--- src/rtl/svo_pattern_gen.sv ---
// rtl/svo_pattern_gen.sv - parametrised test-pattern pixel source (overlay, bars, checker, solid)
// Three-stage stall-safe pipeline: S0 cursor/ROM address, S1 ROM data plus sideband, S2 output register.
module svo_pattern_gen #(
  parameter int HOR_PIXELS      = 640,
  parameter int VER_PIXELS      = 480,
  parameter int XYBITS          = 12,
  parameter int CBITS           = 8,
  parameter int WIN_X0          = 160,
  parameter int WIN_Y0          = 0,
  parameter int WIN_W           = 320,
  parameter int WIN_H           = 480,
  parameter int ROM_AW          = 18,
  parameter int IDX_BITS        = 2,
  parameter int PAL_STEP        = 50,
  parameter int STEP            = 1,
  parameter int FRAMES_PER_STEP = 1
) (
  input  logic                 clk,
  input  logic                 resetn,
  input  logic [1:0]           mode,
  output logic [ROM_AW-1:0]    rom_addr,
  output logic                 rom_ce,
  input  logic [IDX_BITS-1:0]  rom_data,
  output logic                 out_axis_tvalid,
  input  logic                 out_axis_tready,
  output logic [3*CBITS-1:0]   out_axis_tdata,
  output logic                 out_axis_tuser
);

  localparam logic [CBITS-1:0]  MAX      = {CBITS{1'b1}};
  localparam logic [CBITS-1:0]  STEP_C   = CBITS'(STEP);
  localparam logic [XYBITS-1:0] H_LAST   = XYBITS'(HOR_PIXELS - 1);
  localparam logic [XYBITS-1:0] V_LAST   = XYBITS'(VER_PIXELS - 1);
  localparam logic [XYBITS-1:0] WX0      = XYBITS'(WIN_X0);
  localparam logic [XYBITS-1:0] WY0      = XYBITS'(WIN_Y0);
  localparam logic [XYBITS-1:0] WW       = XYBITS'(WIN_W);
  localparam logic [XYBITS-1:0] WH       = XYBITS'(WIN_H);
  localparam int                DIV_W    = $clog2(FRAMES_PER_STEP + 1);
  localparam logic [DIV_W-1:0]  DIV_LAST = DIV_W'(FRAMES_PER_STEP - 1);
  localparam int                PW       = IDX_BITS + 32;

  typedef enum logic [1:0] {RED, GREEN, BLUE} phase_t;

  phase_t              phase;
  logic [CBITS-1:0]    intensity;
  logic [DIV_W-1:0]    frame_div;
  logic [XYBITS-1:0]   hcur, vcur, dx, dy;
  logic [ROM_AW-1:0]   waddr;
  logic [1:0]          mode_q, frame_mode;
  logic                adv, s0_sof, s0_last, s0_win;
  logic                s1_valid, s1_win, s1_sof, s1_y5;
  logic [XYBITS-1:0]   s1_x;
  logic [1:0]          s1_mode;
  logic [3*CBITS-1:0]  s1_bg, bg, pix;
  logic [PW-1:0]       pal_prod;
  logic [CBITS-1:0]    pal_b;
  logic [2:0]          bar_k;

  assign adv     = !out_axis_tvalid || out_axis_tready;
  assign rom_ce  = adv;
  assign s0_sof  = (hcur == '0) && (vcur == '0);
  assign s0_last = (hcur == H_LAST) && (vcur == V_LAST);
  // Left of / above the window the subtraction wraps past WIN_W/WIN_H, so one compare per axis suffices.
  assign dx       = hcur - WX0;
  assign dy       = vcur - WY0;
  assign s0_win   = (dx < WW) && (dy < WH);
  assign rom_addr = s0_win ? waddr : '0;
  assign frame_mode = s0_sof ? mode : mode_q;

  always_comb begin
    bg = '0;
    case (phase)
      GREEN:   bg = {MAX - intensity, intensity, CBITS'(0)};
      BLUE:    bg = {intensity, CBITS'(0), MAX - intensity};
      default: bg = {CBITS'(0), MAX - intensity, intensity};
    endcase
  end

  always_comb begin
    pal_prod = PW'(rom_data) * PW'(PAL_STEP);
    pal_b    = (pal_prod > PW'(MAX)) ? MAX : pal_prod[CBITS-1:0];
    bar_k    = 3'd0;
    for (int j = 1; j < 8; j++) begin
      if (s1_x >= XYBITS'(j * (HOR_PIXELS / 8))) bar_k = bar_k + 3'd1;
    end
    pix = s1_bg;
    case (s1_mode)
      2'd0:    pix = (s1_win && rom_data != '0) ? {pal_b, CBITS'(0), CBITS'(0)} : s1_bg;
      2'd1:    pix = {{CBITS{bar_k[2]}}, {CBITS{bar_k[1]}}, {CBITS{bar_k[0]}}};
      2'd2:    pix = (s1_x[5] ^ s1_y5) ? s1_bg : '0;
      default: pix = s1_bg;
    endcase
  end

  always_ff @(posedge clk or negedge resetn) begin
    if (!resetn) begin
      hcur            <= '0;
      vcur            <= '0;
      waddr           <= '0;
      mode_q          <= '0;
      s1_valid        <= 1'b0;
      s1_win          <= 1'b0;
      s1_sof          <= 1'b0;
      s1_y5           <= 1'b0;
      s1_x            <= '0;
      s1_mode         <= '0;
      s1_bg           <= '0;
      out_axis_tvalid <= 1'b0;
      out_axis_tdata  <= '0;
      out_axis_tuser  <= 1'b0;
      frame_div       <= '0;
      phase           <= RED;
      intensity       <= MAX;
    end else if (adv) begin
      hcur <= (hcur == H_LAST) ? '0 : hcur + XYBITS'(1);
      if (hcur == H_LAST) vcur <= (vcur == V_LAST) ? '0 : vcur + XYBITS'(1);
      if (s0_last)     waddr <= '0;
      else if (s0_win) waddr <= waddr + ROM_AW'(1);
      mode_q   <= frame_mode;
      s1_valid <= 1'b1;
      s1_win   <= s0_win;
      s1_sof   <= s0_sof;
      s1_y5    <= vcur[5];
      s1_x     <= hcur;
      s1_mode  <= frame_mode;
      // bg travels with the pixel so the last pixel of a frame keeps that frame's colour.
      s1_bg    <= bg;
      out_axis_tvalid <= s1_valid;
      out_axis_tdata  <= pix;
      out_axis_tuser  <= s1_valid && s1_sof;
      if (s0_last) begin
        if (frame_div == DIV_LAST) begin
          frame_div <= '0;
          if (intensity >= STEP_C && intensity != '0) begin
            intensity <= intensity - STEP_C;
          end else begin
            intensity <= MAX;
            case (phase)
              RED:     phase <= GREEN;
              GREEN:   phase <= BLUE;
              default: phase <= RED;
            endcase
          end
        end else begin
          frame_div <= frame_div + DIV_W'(1);
        end
      end
    end
  end

endmodule

--- config.mk ---
export PLATFORM = sky130hd
export DESIGN_NAME = svo_pattern_gen
export DESIGN_NICKNAME = d
export VERILOG_FILES = /design/src/rtl/svo_pattern_gen.sv
export SDC_FILE = /design/constraint.sdc
export NUM_CORES = 1
export LEC_CHECK = 0
export CORE_ASPECT_RATIO = 2
export CORE_MARGIN = 4
export CORE_UTILIZATION = 40
export CTS_BUF_LIST = sky130_fd_sc_hd__clkbuf_4
export CTS_CLUSTER_SIZE = 30
export DETAILED_ROUTE_END_ITERATION = 10
export GPL_ROUTABILITY_DRIVEN = 0
export PLACE_DENSITY = 0.63
export SKIP_CTS_REPAIR_TIMING = 1
export SLEW_MARGIN = 10
export SYNTH_ARGS = -nofsm -noshare
export SYNTH_HDL_FRONTEND = slang
export SYNTH_SLANG_ARGS = --single-unit
export TNS_END_PERCENT = 20
--- constraint.sdc ---
create_clock -name clk -period 5.1 [get_ports clk]
set_clock_uncertainty 0.1 [all_clocks]
set_input_delay 0.51 -clock clk [delete_from_list [all_inputs] [get_ports clk]]
set_output_delay 0.51 -clock clk [all_outputs]
set_load 0.01 [all_outputs]
==> results.json <==
{
  "portBuffers": 51,
  "post-place-ws_ns": 0.446,
  "ys_seq_elements": 116,
  "dp_hpwl_um": 10700,
  "synth.top_cells.by_area": "dfrtp_1 (43%), nand2_1 (5.9%), nand3_1 (4.1%), ha_1 (4.0%), xnor2_1 (3.5%)",
  "wl_um": 14600,
  "ys_async_sr_fraction_pct": 100,
  "end_kind": "flop",
  "critPathRequiredTime_ns": 5.44,
  "dieArea_um2": 17700,
  "root_buffer": "clkbuf_4",
  "worstSetupStartpointType": "flop",
  "hold_viol_final": 2,
  "route.detailed.drc": 0,
  "yosysSeqAreaShare_pct": 46.8,
  "syn_area_per_cell_um2": 9.13,
  "drtAntennaViolNets": 0,
  "synthesis.nets": 708,
  "synth_top_cell_area_share_pct": 43.5,
  "maxCapViolations": 0,
  "cts_inserted_buffers": 17,
  "fill_cells": 1467,
  "setup_viol": 0,
  "antenna_found_initial": 1,
  "netlist_area_um2": 6220,
  "hold_slack_ns": -0.00338,
  "start_util_pct": 40.7,
  "die_x_um": 96.2,
  "clk_pin_slew_ns": 0.11,
  "period_needed_ns": 4.69,
  "synth_cells": 681,
  "grt_pass1_wl_um": 24900,
  "insertion_delay_ns": 0.51,
  "yosysMostFrequentCell": "dfrtp_1",
  "tightest_slew_ns": 0.895,
  "post-route-period-util_pct": 91.9,
  "avgRoutedWirePerCell_um": 15.8,
  "slew_headroom_pct": 40.3,
  "tritoncts": "yes",
  "cts_buffer_depth": 2,
  "synth-edff-count": 0,
  "finalPower_mw": 1.97,
  "grt_use_total_pct": 17.9,
  "grt_pass1_vias": 5193,
  "drt_iter0_drc": 197,
  "vias": 5036,
  "critPathMaxFanout": 8,
  "tns_ns": 0,
  "min_path_type": "input pin to async pin",
  "p_leak_nw": 3.04,
  "violations": "hold timing",
  "layout-drive-gt1-share_pct": 9.77,
  "yosys_warnings": 0,
  "p_per_area_nw_per_um2": 274,
  "fin_nets": 741,
  "dr.pass1.iters": 6,
  "synth_top_area_cell": "dfrtp_1",
  "synth_flop_cell": "dfrtp_1",
  "rsz0062_at_grt": "false",
  "cts_sinks": 116,
  "worst_slack_ns": 0.413,
  "rows": 64,
  "yosys-top-cells-count": "dfrtp_1 (108), nand2_1 (98), nand3_1 (51), nor2_1 (51), o21ai_0 (39)",
  "ioPinCount": 52,
  "die_h_um": 184,
  "coreArea_um2": 15300,
  "cp.arrival_ns": 5.03,
  "crit_type": "flop to flop",
  "fmax_mhz": 213,
  "viasPerCell": 5.44,
  "cts_max_level": 4,
  "grt_overflow": 0,
  "maxSlewViolCount": 0,
  "synth_cell_types": 57,
  "syn_to_final_growth_pct": 15.2,
  "outcome": "finished with violations",
  "max-vdd-ir-drop_mv": 0.130,
  "grt_max_degree": 72
}
## per-stage QoR
step,instance area (um2),cells,util (%)
final,7170,926,46.9
after global routing,7170,926,46.9
after detailed placement,6860,893,44.8
after floorplan,6220,681,-
after CTS,7170,925,46.9
after global placement,6860,893,44.8
## layout make-up
cell class,instances,area [um2],share of cell area (%)
clock inverters,15,181,2.53
multi-input cells,499,3060,42.6
inverters,23,86.3,1.20
well taps,198,248,3.46
flip-flops and latches,116,2910,40.6
diodes,1,2.50,0.0349
repair buffers,57,553,7.72
clock buffers,17,128,1.78
## registers in the layout, summed over array words and instances (netlist names), 2 cells and up
name            cells
phase               2
vcur               12
s1_bg              24
waddr              18
s1_x                8
hcur               12
s1_mode             2
out_axis_tdata     24
intensity           8
## where the power goes
group	switching [mW]	internal [mW]	total, mW
Sequential	0.0444	0.955	0.999
Combinational	0.138	0.105	0.243
Clock	0.381	0.344	0.725
## layout by cell type (no fill, tap or decap), drive strengths merged, types with 5 or more instances in the layout
| cell type | instances |
|---|---|
| a21oi | 37 |
| and2 | 19 |
| and4 | 5 |
| buf | 7 |
| clkbuf | 17 |
| clkdlybuf4s50 | 50 |
| clkinv | 6 |
| dfrtp | 108 |
| dfstp | 8 |
| ha | 20 |
| inv | 25 |
| mux2 | 13 |
| mux2i | 9 |
| nand2 | 98 |
| nand2b | 9 |
| nand3 | 52 |
| nand4 | 8 |
| nor2 | 51 |
| nor3 | 15 |
| nor4 | 8 |
| o21ai | 39 |
| o22ai | 7 |
| or3 | 12 |
| or4 | 8 |
| xnor2 | 25 |
| xor2 | 11 |
## logic make-up (layout without fill, tap and decap cells)
group,after synthesis,in the layout,synth area share [%]
compound gates,115,115,11.0
xor+xnor,38,38,5.79
fa+ha+maj,20,20,4.02
buf+inv,66,112,4.14
flops,116,116,46.8
mux,22,22,3.80
other cells,0,1,0
simple gates,304,304,24.4
## critical path, stage by stage, from the launching register on
cell and delay [ns]:
dfrtp_1 0.46, nor4_2 0.26, buf_4 0.18, nand2_1 0.04
or2_2 0.28, ha_1 0.39, xor2_1 0.19, ha_1 0.29
nand2_1 0.08, nand2_1 0.08, ha_1 0.29, nor2_1 0.11
nor2_1 0.05, ha_1 0.28, o21ai_0 0.10, o21ai_0 0.10
ha_1 0.19, inv_1 0.05, a311oi_1 0.28, xnor2_1 0.18
xor2_1 0.16, nand3b_1 0.25, a31oi_1 0.23
## per-layer routing
metal	global-route usage, %	wire [um]	up-vias
met5	0	0	-
met4	7.75	400	0
met3	3.92	456	36
met2	32.9	8140	123
met1	19.0	5600	2440
li1	-	-	2437
## path summary, 6_finish.rpt
path / from / end / slack [ns] / cells after the start
max in group asynchronous: resetn / out_axis_tdata[10] / 3.74 / 2
max: s1_x[8] / out_axis_tdata[20] / 0.41 / 22
min reg2reg: out_axis_tuser / out_axis_tuser / 0.39 / 2
min: resetn / hcur[1] / -0.003 / 1
min in group clk: out_axis_tuser / out_axis_tuser / 0.39 / 2
max reg2reg: s1_x[8] / out_axis_tdata[20] / 0.41 / 22
Note: power is estimated with default switching activity, not from simulation.
==> patch (same flow settings) <==
Encoding of `phase_t`: now one-hot (3 bits for 3 values).
--- a/src/rtl/svo_pattern_gen.sv
+++ b/src/rtl/svo_pattern_gen.sv
@@ -39,7 +39,7 @@
   localparam logic [DIV_W-1:0]  DIV_LAST = DIV_W'(FRAMES_PER_STEP - 1);
   localparam int                PW       = IDX_BITS + 32;
 
-  typedef enum logic [1:0] {RED, GREEN, BLUE} phase_t;
+  typedef enum logic [2:0] {RED = 3'b001, GREEN = 3'b010, BLUE = 3'b100} phase_t;
 
   phase_t              phase;
   logic [CBITS-1:0]    intensity;
Behaviour: same outputs for any inputs over 10 cycles, from zero or initial values and one cycle with resetn low; not proved beyond that.
==> patch against the unedited design <==
Total power shrank 0.94%. Wire length increased by 2.2%. Design area about the same. Combinational power decreased by 6%. Setup slack worse by 200 ps. Die area about the same. Area after synthesis about the same. Sequential cell count grew 1. Critical path type unchanged. Largest power group unchanged.
==> patch: results (changes against the unedited design) <==
The global-route wire length before repair came out at 24.58 mm (-1.1%). The final net count came out at 765 (+3.2%). The met3 global-route usage is 3.268% (-0.65 points). The critical path arrival was 5210 ps (+180 ps); the filler cell count in the final layout was 1490 (+1.6%). The share of cells above drive strength 1 was 8.621% (-1.1 points).

Broken down by cell family, the worst path's largest delay share belongs to adder cells. The pin count of the biggest net entering global routing is 74 (+2.8%). The flow ran to the end, and the final reports show no timing, DRC or antenna violations. The tools report the number of vias in the routed layout as 5086 (+0.99%). For the worst IR drop on VDD, the log shows 0.1155 mV (-11%).

The number of synthesized flops with an enable pin was 0 (unchanged); the maximum fanout count along the critical path was 5 (-3). The sum of routed wire length over all layers is 14.93 mm (+2.2%). After synthesis, the cell types taking the most area are sky130_fd_sc_hd__dfrtp_1 43%, sky130_fd_sc_hd__nand2_1 6.6%, sky130_fd_sc_hd__nor2_1 5.1%.

The clock input transition at the sequential cells of the worst setup and hold paths is 110 ps (about the same). For the met1 track demand over resource in global routing, the log shows 18.80% (-0.20 points). The logs give 220 ps (-200 ps) for the worst reg-to-reg setup slack and 4 (unchanged) for the number of levels the H-tree was split into. The met2 track utilization from global routing came out at 33.07% (+0.19 points). For the detailed router's first-iteration violation count, the log shows 223 (+13%).

The logs give 732 (+3.4%) for the number of nets produced by synthesis and 0 (unchanged) for the number of warnings reported in the yosys synthesis log. The static leakage power was 3.258 nW (+7.1%); the buffer depth of the longest clock path was 2 (unchanged). For the worst-skew pair, the clock arrives at the later sink with an insertion delay of 520 ps.

The clock tree root driver cell is sky130_fd_sc_hd__clkbuf_4. The portion of the post-synthesis area used by sequential elements was 47.22% (+0.38 points). Destination of the worst register-to-register timing path: out_axis_tdata[18]$_DFFE_PN0N_. The run gives 58 (+1.8%) as the unique cell type count in the Yosys netlist.

The tightest min-delay check is of the primary input to asynchronous set/reset pin type. For the number of antenna violations at the first check in global routing, the log shows 1 (unchanged). The detailed-router iteration count before antenna repair came out at 5 (-1). The half-perimeter wire length of the detailed placement result came out at 10.74 mm (+0.88%). Fraction of synthesis flops using an asynchronous set or reset pin: 100.0% (unchanged). Actual slew at the worst max-slew pin: 947.2 ps (+52.38 ps). The commonest cells after synthesis are 110 x sky130_fd_sc_hd__nand2_1, 108 x sky130_fd_sc_hd__dfrtp_1, 85 x sky130_fd_sc_hd__nor2_1.

The startpoint of the worst register-to-register path is s1_x[11]$_DFFE_PN0N_. The slowest cell on the critical path is sky130_fd_sc_hd__dfrtp_1. Number of cells on the worst reg-to-reg path: 19 (-14%). The logs give 17.91% (about the same) for the total track usage and 83.44 ps (-362.3 ps) for the worst slack at placement. For the number of global-route vias before repair, the log shows 5101 (-1.8%).
## patch: power breakdown
| group | internal [W] | switching (W) | leakage (nW) |
|---|---|---|---|
| Clock | 0.000333 | 0.000364 | 0.146 |
| Sequential | 0.000971 | 0.0000524 | 1.51 |
| Combinational | 0.0000992 | 0.000129 | 1.61 |
| Total | 0.00140 | 0.000545 | 3.26 |
## patch: area by class of cell
| cell class | instances | share of cell area (%) |
|---|---|---|
| clock buffer | 17 | 1.780 |
| antenna | 1 | 0.03490 |
| clock inverter | 15 | 2.286 |
| timing repair buffer | 57 | 7.714 |
| inverter | 21 | 1.099 |
| multi-input combinational | 527 | 42.64 |
| sequential | 117 | 40.99 |
| tap | 198 | 3.456 |
## patch: logic make-up after synthesis
logic type / share of synthesized area [%]
compound gates: 11.24
buf+inv: 4.120
simple gates: 25.81
mux: 1.246
flops: 47.22
xor+xnor: 6.955
fa+ha+maj: 3.417
## patch: per-layer routing
metal,vias to the layer above,wire [um]
met4,0,433
met2,116,8349
li1,2499,-
met3,27,502
met1,2444,5641
met5,-,0
## patch: how the worst max path moves through the flow
stage	from	end	slack, ps	depth (start not counted)
3_5_place_dp	s1_x[11]$_DFFE_PN0N_	out_axis_tdata[17]$_DFFE_PN0N_	80	19
4_1_cts	s1_x[11]$_DFFE_PN0N_	out_axis_tdata[17]$_DFFE_PN0N_	50	19
2_1_floorplan	s1_x[11]$_DFFE_PN0N_	out_axis_tdata[18]$_DFFE_PN0N_	540	18
6_report	s1_x[11]$_DFFE_PN0N_	out_axis_tdata[18]$_DFFE_PN0N_	220	19
3_3_place_gp	s1_x[11]$_DFFE_PN0N_	out_axis_tdata[17]$_DFFE_PN0N_	290	19
5_1_grt	s1_x[11]$_DFFE_PN0N_	out_axis_tdata[18]$_DFFE_PN0N_	-20	19
## patch: through the flow
stage	instances	util, %	hold WS (ps)	total power [W]	instance area (um2)
2_1_floorplan	708	-	114.4	0.001169	6225
3_3_place_gp	920	44.82	356.6	0.001258	6855
3_5_place_dp	920	44.82	360.3	0.001271	6855
4_1_cts	952	46.73	31.19	0.001972	7147
5_1_grt	953	46.88	50.27	0.002041	7169
6_report	953	46.88	9.686	0.001948	7169
